[src/rtl/shift_add_mult_ctrl_if.sv]
// Request/result handshake bundle for the sequential shift-add multiplier.
// The slave modport is the multiplier side; the master modport is the requester/consumer side.
interface shift_add_mult_ctrl_if #(
    parameter int WIDTH = 4
);
    logic                 in_valid;
    logic                 in_ready;
    logic [WIDTH-1:0]     in_a;
    logic [WIDTH-1:0]     in_b;
    logic                 out_valid;
    logic                 out_ready;
    logic [2*WIDTH-1:0]   out_product;
    logic                 busy;

    modport slave (
        input  in_valid, in_a, in_b, out_ready,
        output in_ready, out_valid, out_product, busy
    );

    modport master (
        output in_valid, in_a, in_b, out_ready,
        input  in_ready, out_valid, out_product, busy
    );
endinterface

[src/rtl/shift_add_mult_ctrl.sv]
// Sequential unsigned multiplier: one WIDTH-bit ripple adder, built from 4-bit RCA cells,
// is reused across WIDTH shift-add iterations behind valid/ready request and result ports.

module sam_rca4 (
    input  logic [3:0] a,
    input  logic [3:0] b,
    input  logic       cin,
    output logic [3:0] sum,
    output logic       cout
);
    logic [4:0] c;

    always_comb begin
        c    = '0;
        sum  = '0;
        c[0] = cin;
        for (int i = 0; i < 4; i++) begin
            sum[i]   = a[i] ^ b[i] ^ c[i];
            c[i+1]   = (a[i] & b[i]) | (c[i] & (a[i] ^ b[i]));
        end
        cout = c[4];
    end
endmodule

module shift_add_mult_ctrl #(
    parameter int WIDTH = 4
) (
    input  logic                  clk,
    input  logic                  rst,
    shift_add_mult_ctrl_if.slave  bus
);
    localparam int NCELL = WIDTH / 4;
    localparam int CW    = $clog2(WIDTH) + 1;

    typedef enum logic [1:0] {S_IDLE, S_RUN, S_DONE} state_e;

    state_e           state_q, state_d;
    logic [WIDTH-1:0] m_q, m_d;
    logic [WIDTH-1:0] acc_q, acc_d;
    logic [WIDTH-1:0] q_q, q_d;
    logic [CW-1:0]    cnt_q, cnt_d;
    logic             in_ready_q, in_ready_d;
    logic             out_valid_q, out_valid_d;
    logic             busy_q, busy_d;

    // Shared adder: ACC + (Q[0] ? M : 0), carry chained through the 4-bit cells.
    logic [WIDTH-1:0] add_b;
    logic [WIDTH-1:0] sum;
    logic [NCELL:0]   carry;

    assign add_b    = q_q[0] ? m_q : '0;
    assign carry[0] = 1'b0;

    for (genvar g = 0; g < NCELL; g++) begin : g_cell
        sam_rca4 u_rca (
            .a    (acc_q[4*g +: 4]),
            .b    (add_b[4*g +: 4]),
            .cin  (carry[g]),
            .sum  (sum[4*g +: 4]),
            .cout (carry[g+1])
        );
    end

    always_comb begin
        state_d = state_q;
        m_d     = m_q;
        acc_d   = acc_q;
        q_d     = q_q;
        cnt_d   = cnt_q;
        unique case (state_q)
            S_IDLE: begin
                if (bus.in_valid) begin
                    m_d     = bus.in_a;
                    q_d     = bus.in_b;
                    acc_d   = '0;
                    cnt_d   = '0;
                    state_d = S_RUN;
                end
            end
            S_RUN: begin
                // Carry-out shifts into the ACC MSB, so no product bit is ever dropped.
                acc_d = {carry[NCELL], sum[WIDTH-1:1]};
                q_d   = {sum[0], q_q[WIDTH-1:1]};
                cnt_d = cnt_q + CW'(1);
                if (cnt_q == CW'(WIDTH - 1)) state_d = S_DONE;
            end
            S_DONE: begin
                if (bus.out_ready) state_d = S_IDLE;
            end
            default: state_d = S_IDLE;
        endcase

        in_ready_d  = (state_d == S_IDLE);
        out_valid_d = (state_d == S_DONE);
        busy_d      = (state_d != S_IDLE);
    end

    always_ff @(posedge clk or posedge rst) begin
        if (rst) begin
            state_q     <= S_IDLE;
            m_q         <= '0;
            acc_q       <= '0;
            q_q         <= '0;
            cnt_q       <= '0;
            in_ready_q  <= 1'b1;
            out_valid_q <= 1'b0;
            busy_q      <= 1'b0;
        end else begin
            state_q     <= state_d;
            m_q         <= m_d;
            acc_q       <= acc_d;
            q_q         <= q_d;
            cnt_q       <= cnt_d;
            in_ready_q  <= in_ready_d;
            out_valid_q <= out_valid_d;
            busy_q      <= busy_d;
        end
    end

    assign bus.in_ready    = in_ready_q;
    assign bus.out_valid   = out_valid_q;
    assign bus.busy        = busy_q;
    assign bus.out_product = out_valid_q ? {acc_q, q_q} : '0;

endmodule

[src/flat_wrapper.sv]
// flat-port wrapper written by rule: the top's interface ports become plain ports
module shift_add_mult_ctrl_flat 
#(
    parameter int WIDTH = 4
)
  (clk, rst, bus_in_valid, bus_in_a, bus_in_b, bus_out_ready, bus_in_ready, bus_out_valid, bus_out_product, bus_busy);
  shift_add_mult_ctrl_if #(.WIDTH(WIDTH)) bus_i ();
  input  logic clk;
  input  logic rst;
  input wire logic [$bits(bus_i.in_valid)-1:0] bus_in_valid;
  input wire logic [$bits(bus_i.in_a)-1:0] bus_in_a;
  input wire logic [$bits(bus_i.in_b)-1:0] bus_in_b;
  input wire logic [$bits(bus_i.out_ready)-1:0] bus_out_ready;
  output wire logic [$bits(bus_i.in_ready)-1:0] bus_in_ready;
  output wire logic [$bits(bus_i.out_valid)-1:0] bus_out_valid;
  output wire logic [$bits(bus_i.out_product)-1:0] bus_out_product;
  output wire logic [$bits(bus_i.busy)-1:0] bus_busy;
  assign bus_i.in_valid = bus_in_valid;
  assign bus_i.in_a = bus_in_a;
  assign bus_i.in_b = bus_in_b;
  assign bus_i.out_ready = bus_out_ready;
  assign bus_in_ready = bus_i.in_ready;
  assign bus_out_valid = bus_i.out_valid;
  assign bus_out_product = bus_i.out_product;
  assign bus_busy = bus_i.busy;
  shift_add_mult_ctrl #(.WIDTH(WIDTH)) u_core (.clk(clk), .rst(rst), .bus(bus_i));
endmodule
[config.mk]
export PLATFORM = sky130hd
export DESIGN_NAME = shift_add_mult_ctrl_flat
export DESIGN_NICKNAME = d
export VERILOG_FILES = /design/src/rtl/shift_add_mult_ctrl_if.sv /design/src/rtl/shift_add_mult_ctrl.sv /design/src/flat_wrapper.sv
export SDC_FILE = /design/constraint.sdc
export NUM_CORES = 1
export LEC_CHECK = 0
export CAP_MARGIN = 25
export CORE_MARGIN = 10
export CORE_UTILIZATION = 54
export CTS_BUF_LIST = sky130_fd_sc_hd__clkbuf_8
export CTS_CLUSTER_SIZE = 14
export DETAILED_ROUTE_END_ITERATION = 8
export GPL_ROUTABILITY_DRIVEN = 0
export PLACE_DENSITY = 0.9
export SLEW_MARGIN = 40
export SYNTH_ARGS = -nofsm -noshare
export SYNTH_HDL_FRONTEND = slang
export SYNTH_SLANG_ARGS = --single-unit
[constraint.sdc]
create_clock -name clk -period 6.3 [get_ports clk]
set_input_delay 0.945 -clock clk [delete_from_list [all_inputs] [get_ports clk]]
set_output_delay 0.945 -clock clk [all_outputs]
set_load 0.05 [all_outputs]
# Yosys cells after proc, flatten, opt, wreduce, memory -nomap -nowiden
# Index checks and enable logic that the tools add are counted.
dict set report classes {
  div_mod_pow 0
  bitwise_logic 17
  n_eq_ne 5
  n_addsub 1
  mux 12
  n_reduce_logical 6
  mul 0
  magnitude_cmp 0
  n_shift 0
}
# op count
set op_table {}
lappend op_table {{case mux 4 bit (2 select lines)} 2}
lappend op_table {{2-to-1 mux 4 bit} 3}
lappend op_table {{2-to-1 mux 8 bit} 1}
lappend op_table {{AND 1 bit} 7}
lappend op_table {{XOR 1 bit} 7}
lappend op_table {{2-to-1 mux 2 bit} 3}
lappend op_table {{case mux 2 bit (3 select lines)} 1}
lappend op_table {{case mux 3 bit (2 select lines)} 1}
lappend op_table {{equality test 2 bit, second input constant} 2}
lappend op_table {{zero test 2 bit} 2}
lappend op_table {{AND reduction 2 bit} 2}
lappend op_table {{nonzero test 2 bit} 2}
lappend op_table {{adder 3 x 1 -> 3 bit, second input constant} 1}
lappend op_table {{equality test 3 x 2 -> 1 bit, second input constant} 1}
lappend op_table {{2-to-1 mux 3 bit} 1}
lappend op_table {{OR 1 bit} 3}
lappend op_table {{equality test 2 x 1 -> 1 bit, second input constant} 1}
lappend op_table {{inequality test 2 bit, second input constant} 1}
dict set report word_totals {
  latchBits 0
  ramBits 0
  romBits 0
  word_cells 49
  n_memories 0
  out_inout_bits 11
  reg_bits 20
}

# Logic depth before layout (Yosys ltp)
dict set report logic_depth {
  word_depth 9
  depth_mapped 9
  depth_no_buf 9
}

# By module
# A second synthesis with hierarchy kept.
dict set report unflattened {
  hier_cells 91
  area_unflattened_um2 1029.7
}
# module seq_area_each_um2 area_per_inst_um2 cells_per_inst n_inst
set by_module_without_submodules {}
lappend by_module_without_submodules {shift_add_mult_ctrl 501.7 912.1 77 1}
lappend by_module_without_submodules {sam_rca4 0.0 117.6 14 1}

# Least setup slack after synthesis
# No wires, ideal clock.
dict set report synth_path {
  path_kind {reg-to-output}
  startpoint {reg u_core.out_valid_q, in the netlist u_core.bus.out_valid}
  endpoint {out bus_out_product[3]}
  setup_slack_ns 4.178
  path_stages_with_launch 2
  t_arrival_ns 1.177
  n_path_buf 0
  path_cell_list {dfrtp_1 and2_1}
}
dict set report synth_between {
  elab_chain_cells 1
}
# item line
set synth_lines {}
lappend synth_lines {{start, declared} shift_add_mult_ctrl.sv:43} ;# logic out_valid_q, out_valid_d;
lappend synth_lines {{start signal, assigned} shift_add_mult_ctrl.sv:115} ;# out_valid_q <= out_valid_d;
lappend synth_lines {{2-to-1 mux 8 bit} shift_add_mult_ctrl.sv:123} ;# assign bus.out_product = out_valid_q ? {acc_q, q_q} : '0;
lappend synth_lines {{end, declared} flat_wrapper.sv:16} ;# output wire logic [$bits(bus_i.out_product)-1:0] bus_out_product;
# No other way between the ends.

# Worst setup path after layout
dict set report layout_path {
  startpoint {reg u_core.out_valid_q, in the netlist u_core.bus.out_valid}
  endpoint {out bus_out_product[1]}
}
# Same word-level chain as after synthesis.

==> qor.csv <==
metric,value,unit
status,"complete, no violations",
drt_iter0_drc,17,
place.port_buffers,22,
cts.reportedPaths.clkPinSlew,0.07,ns
ys_types,27,
max_slew_margin,52.9,%
ant_nets,0,
h-tree-depth,1,
netlist_instances,86,
nFillCells,122,
routed_wl,2220,um
finalCritPeriodShare,42.2,%
route.detailed.drc,0,
ff_latch_area,502,um^2
via_per_inst,5.13,
arrival,1.72,ns
grt_pass1_wl,3850,um
num-nets-final,129,
avgSynthCellArea,11.5,um^2
netlist_area,992,um^2
die_h,62.9,um
postCtsHoldBufs,0,
die-area,0.00395,mm^2
die_w,62.9,um
clock.fmax,376,MHz
fp.coreArea,0.00173,mm^2
critPathCaptureType,output pin,
yosysWarnings,0,
setup.worst_path.start_class,flip-flop,
setup_ws,3.64,ns
first_pass_iters,4,
crit_fanout,9,
postLayoutCoreUtil,75.1,%
power.leakage,0.571,nW
clk_latency,0.26,ns
ys_seq_area_share,50.6,%
io_pins,23,
rr_startpoint,u_core.q_q[0]$_DFFE_PP0P_,
synth-seq-cells,20,
grt_setup_unrepaired,false,
hold_end,u_core.m_q[0]$_DFFE_PP0P_,
setup_viol_count_final,0,
dp_hpwl,1580,um
tightestPinTransition,0.702,ns
final.setup.tns,0,ns
post_drt_wl_per_cell,16.4,um
worstHoldStart,u_core.m_q[0]$_DFFE_PP0P_,
grt_max_degree,21,
path_class,flip-flop to output pin,
cts_tree,done,
layout-drive-gt1-share,13.6,%
root_buffer,clkbuf_8,
initial_core_util,57.5,%
ir_drop,0.324,mV
cts_setup_buffers,0,
grt_pass1_vias,756,
power_per_cell_area,528,mW/mm^2
slew_viol_final,0,
period_minus_slack,2.66,ns
overflow,0,
syn_nets,104,
area_delta_synth_final,30.6,%
cts_sinks,20,
required,5.35,ns
cts_buffers,3,
track_usage,12.3,%
reg2reg_depth,9,
num_rows,15,
r2r_slack,4.19,ns
hold_path_class,flip-flop to flip-flop,
vias,692,
hold_violations,0,
p_total,684,uW
holdWs,0.510,ns
multi_input_area,438,um^2
clock_path_buffers,2,
r2r_end,u_core.acc_q[2]$_DFFE_PP0P_,
skew,0.00426,ns
antenna_found_initial,0,
cts_resized,0,
drv_cap,0,
pre_cts_slack,3.91,ns
antennaDiodeCount,0,
min_path_cells,1,
[registers in the layout, indices dropped and copies added (netlist names)]
signal                flops
u_core.bus.in_ready       1
u_core.m_q                4
u_core.cnt_q              3
u_core.bus.busy           1
u_core.acc_q              4
u_core.bus.out_valid      1
u_core.state_q            2
u_core.q_q                4
[synthesized netlist by cell type]
cell type / instances / area, um^2
a2bb2oi_1: 2 / 17.5
buf_4: 1 / 7.51
nand2_1: 6 / 22.5
o32ai_1: 2 / 17.5
a21oi_1: 2 / 10.0
dfstp_2: 1 / 26.3
nand2b_4: 1 / 13.8
nor3b_2: 1 / 12.5
nor2b_1: 1 / 6.26
fa_1: 3 / 60.1
o21ba_2: 1 / 10.0
o22ai_1: 2 / 12.5
or2_2: 1 / 6.26
inv_1: 9 / 33.8
buf_6: 1 / 11.3
a22o_1: 1 / 8.76
dfrtp_1: 19 / 475
and2_1: 10 / 62.6
o21ai_0: 4 / 20.0
o22a_1: 2 / 17.5
nor2_1: 4 / 15.0
a21o_1: 2 / 15.0
ha_1: 3 / 37.5
mux2_2: 4 / 45.0
o21bai_1: 1 / 7.51
nor2_4: 1 / 11.3
nand2b_2: 1 / 8.76
[metal layers]
| metal | global-route usage (%) | vias up | part of all wire [%] |
|---|---|---|---|
| li1 | - | 334 | - |
| met3 | 2.15 | 7 | 4.3 |
| met1 | 14.2 | 331 | 42 |
| met4 | 9.22 | 0 | 3.6 |
| met5 | 0 | - | 0 |
| met2 | 19.8 | 20 | 50 |
[logic make-up (layout without fill, tap and decap cells)]
logic type      after synthesis  count (layout)  share of synthesized area, %
buf+inv                      11              35                          5.30
flops                        20              20                          50.6
compound gates               19              19                          13.7
simple gates                 26              26                          16.0
mux                           4               4                          4.54
fa+ha+maj                     6               6                          9.84
[report_power, final]
part	total (mW)	switching [mW]	internal, mW
logic	0.313	0.177	0.135
registers	0.245	0.0532	0.192
clock network	0.127	0.0419	0.0848
total	0.684	0.272	0.412
[worst max path at each step]
stage                                    end                           start  cells past startpoint
after floorplan           bus_out_product[3]  u_core.bus.out_valid$_DFF_PP0_                      1
after global placement    bus_out_product[7]  u_core.bus.out_valid$_DFF_PP0_                      2
after detailed placement  bus_out_product[1]  u_core.bus.out_valid$_DFF_PP0_                      2
after CTS                 bus_out_product[1]  u_core.bus.out_valid$_DFF_PP0_                      2
after global routing      bus_out_product[1]  u_core.bus.out_valid$_DFF_PP0_                      2
final                     bus_out_product[1]  u_core.bus.out_valid$_DFF_PP0_                      2
[critical path: stages (launching register included)]
cell             delay, ns
dfrtp_1               0.47
and2_1                0.18
clkdlybuf4s50_1       0.80
[layout make-up]
| class | instances | area share, % |
|---|---|---|
| Clock buffer | 3 | 3.19 |
| Sequential cell | 20 | 38.7 |
| Multi-Input combinational cell | 55 | 33.8 |
| Clock inverter | 1 | 2.32 |
| Tap cell | 25 | 2.41 |
| Timing Repair Buffer | 22 | 17.0 |
| Inverter | 9 | 2.61 |
[stage by stage]
step / area [um^2] / cells
finish: 1300 / 135
global route: 1300 / 135
CTS: 1300 / 135
detailed placement: 1220 / 131
global placement: 1220 / 131
floorplan: 992 / 86
[cells in the final DEF, fill, tap and decap left out]
master / Yosys / layout
nor2_1: 4 / 4
o21ba_2: 1 / 1
clkdlybuf4s50_1: 0 / 22
nor2b_1: 1 / 1
a21o_1: 2 / 2
nand2_1: 6 / 6
nor2_4: 1 / 1
o21ai_0: 4 / 4
nand2b_2: 1 / 1
o32ai_1: 2 / 2
a21oi_1: 2 / 2
bufinv_16: 0 / 1
nor3b_2: 1 / 1
dfstp_2: 1 / 1
mux2_2: 4 / 4
a22o_1: 1 / 1
dfrtp_1: 19 / 19
fa_1: 3 / 3
and2_1: 10 / 10
o22a_1: 2 / 2
clkinv_1: 0 / 1
inv_1: 9 / 8
clkbuf_8: 0 / 3
a2bb2oi_1: 2 / 2
o21bai_1: 1 / 1
ha_1: 3 / 3
nand2b_4: 1 / 1
o22ai_1: 2 / 2
or2_2: 1 / 1
Note: power is estimated with default switching activity, not from simulation.
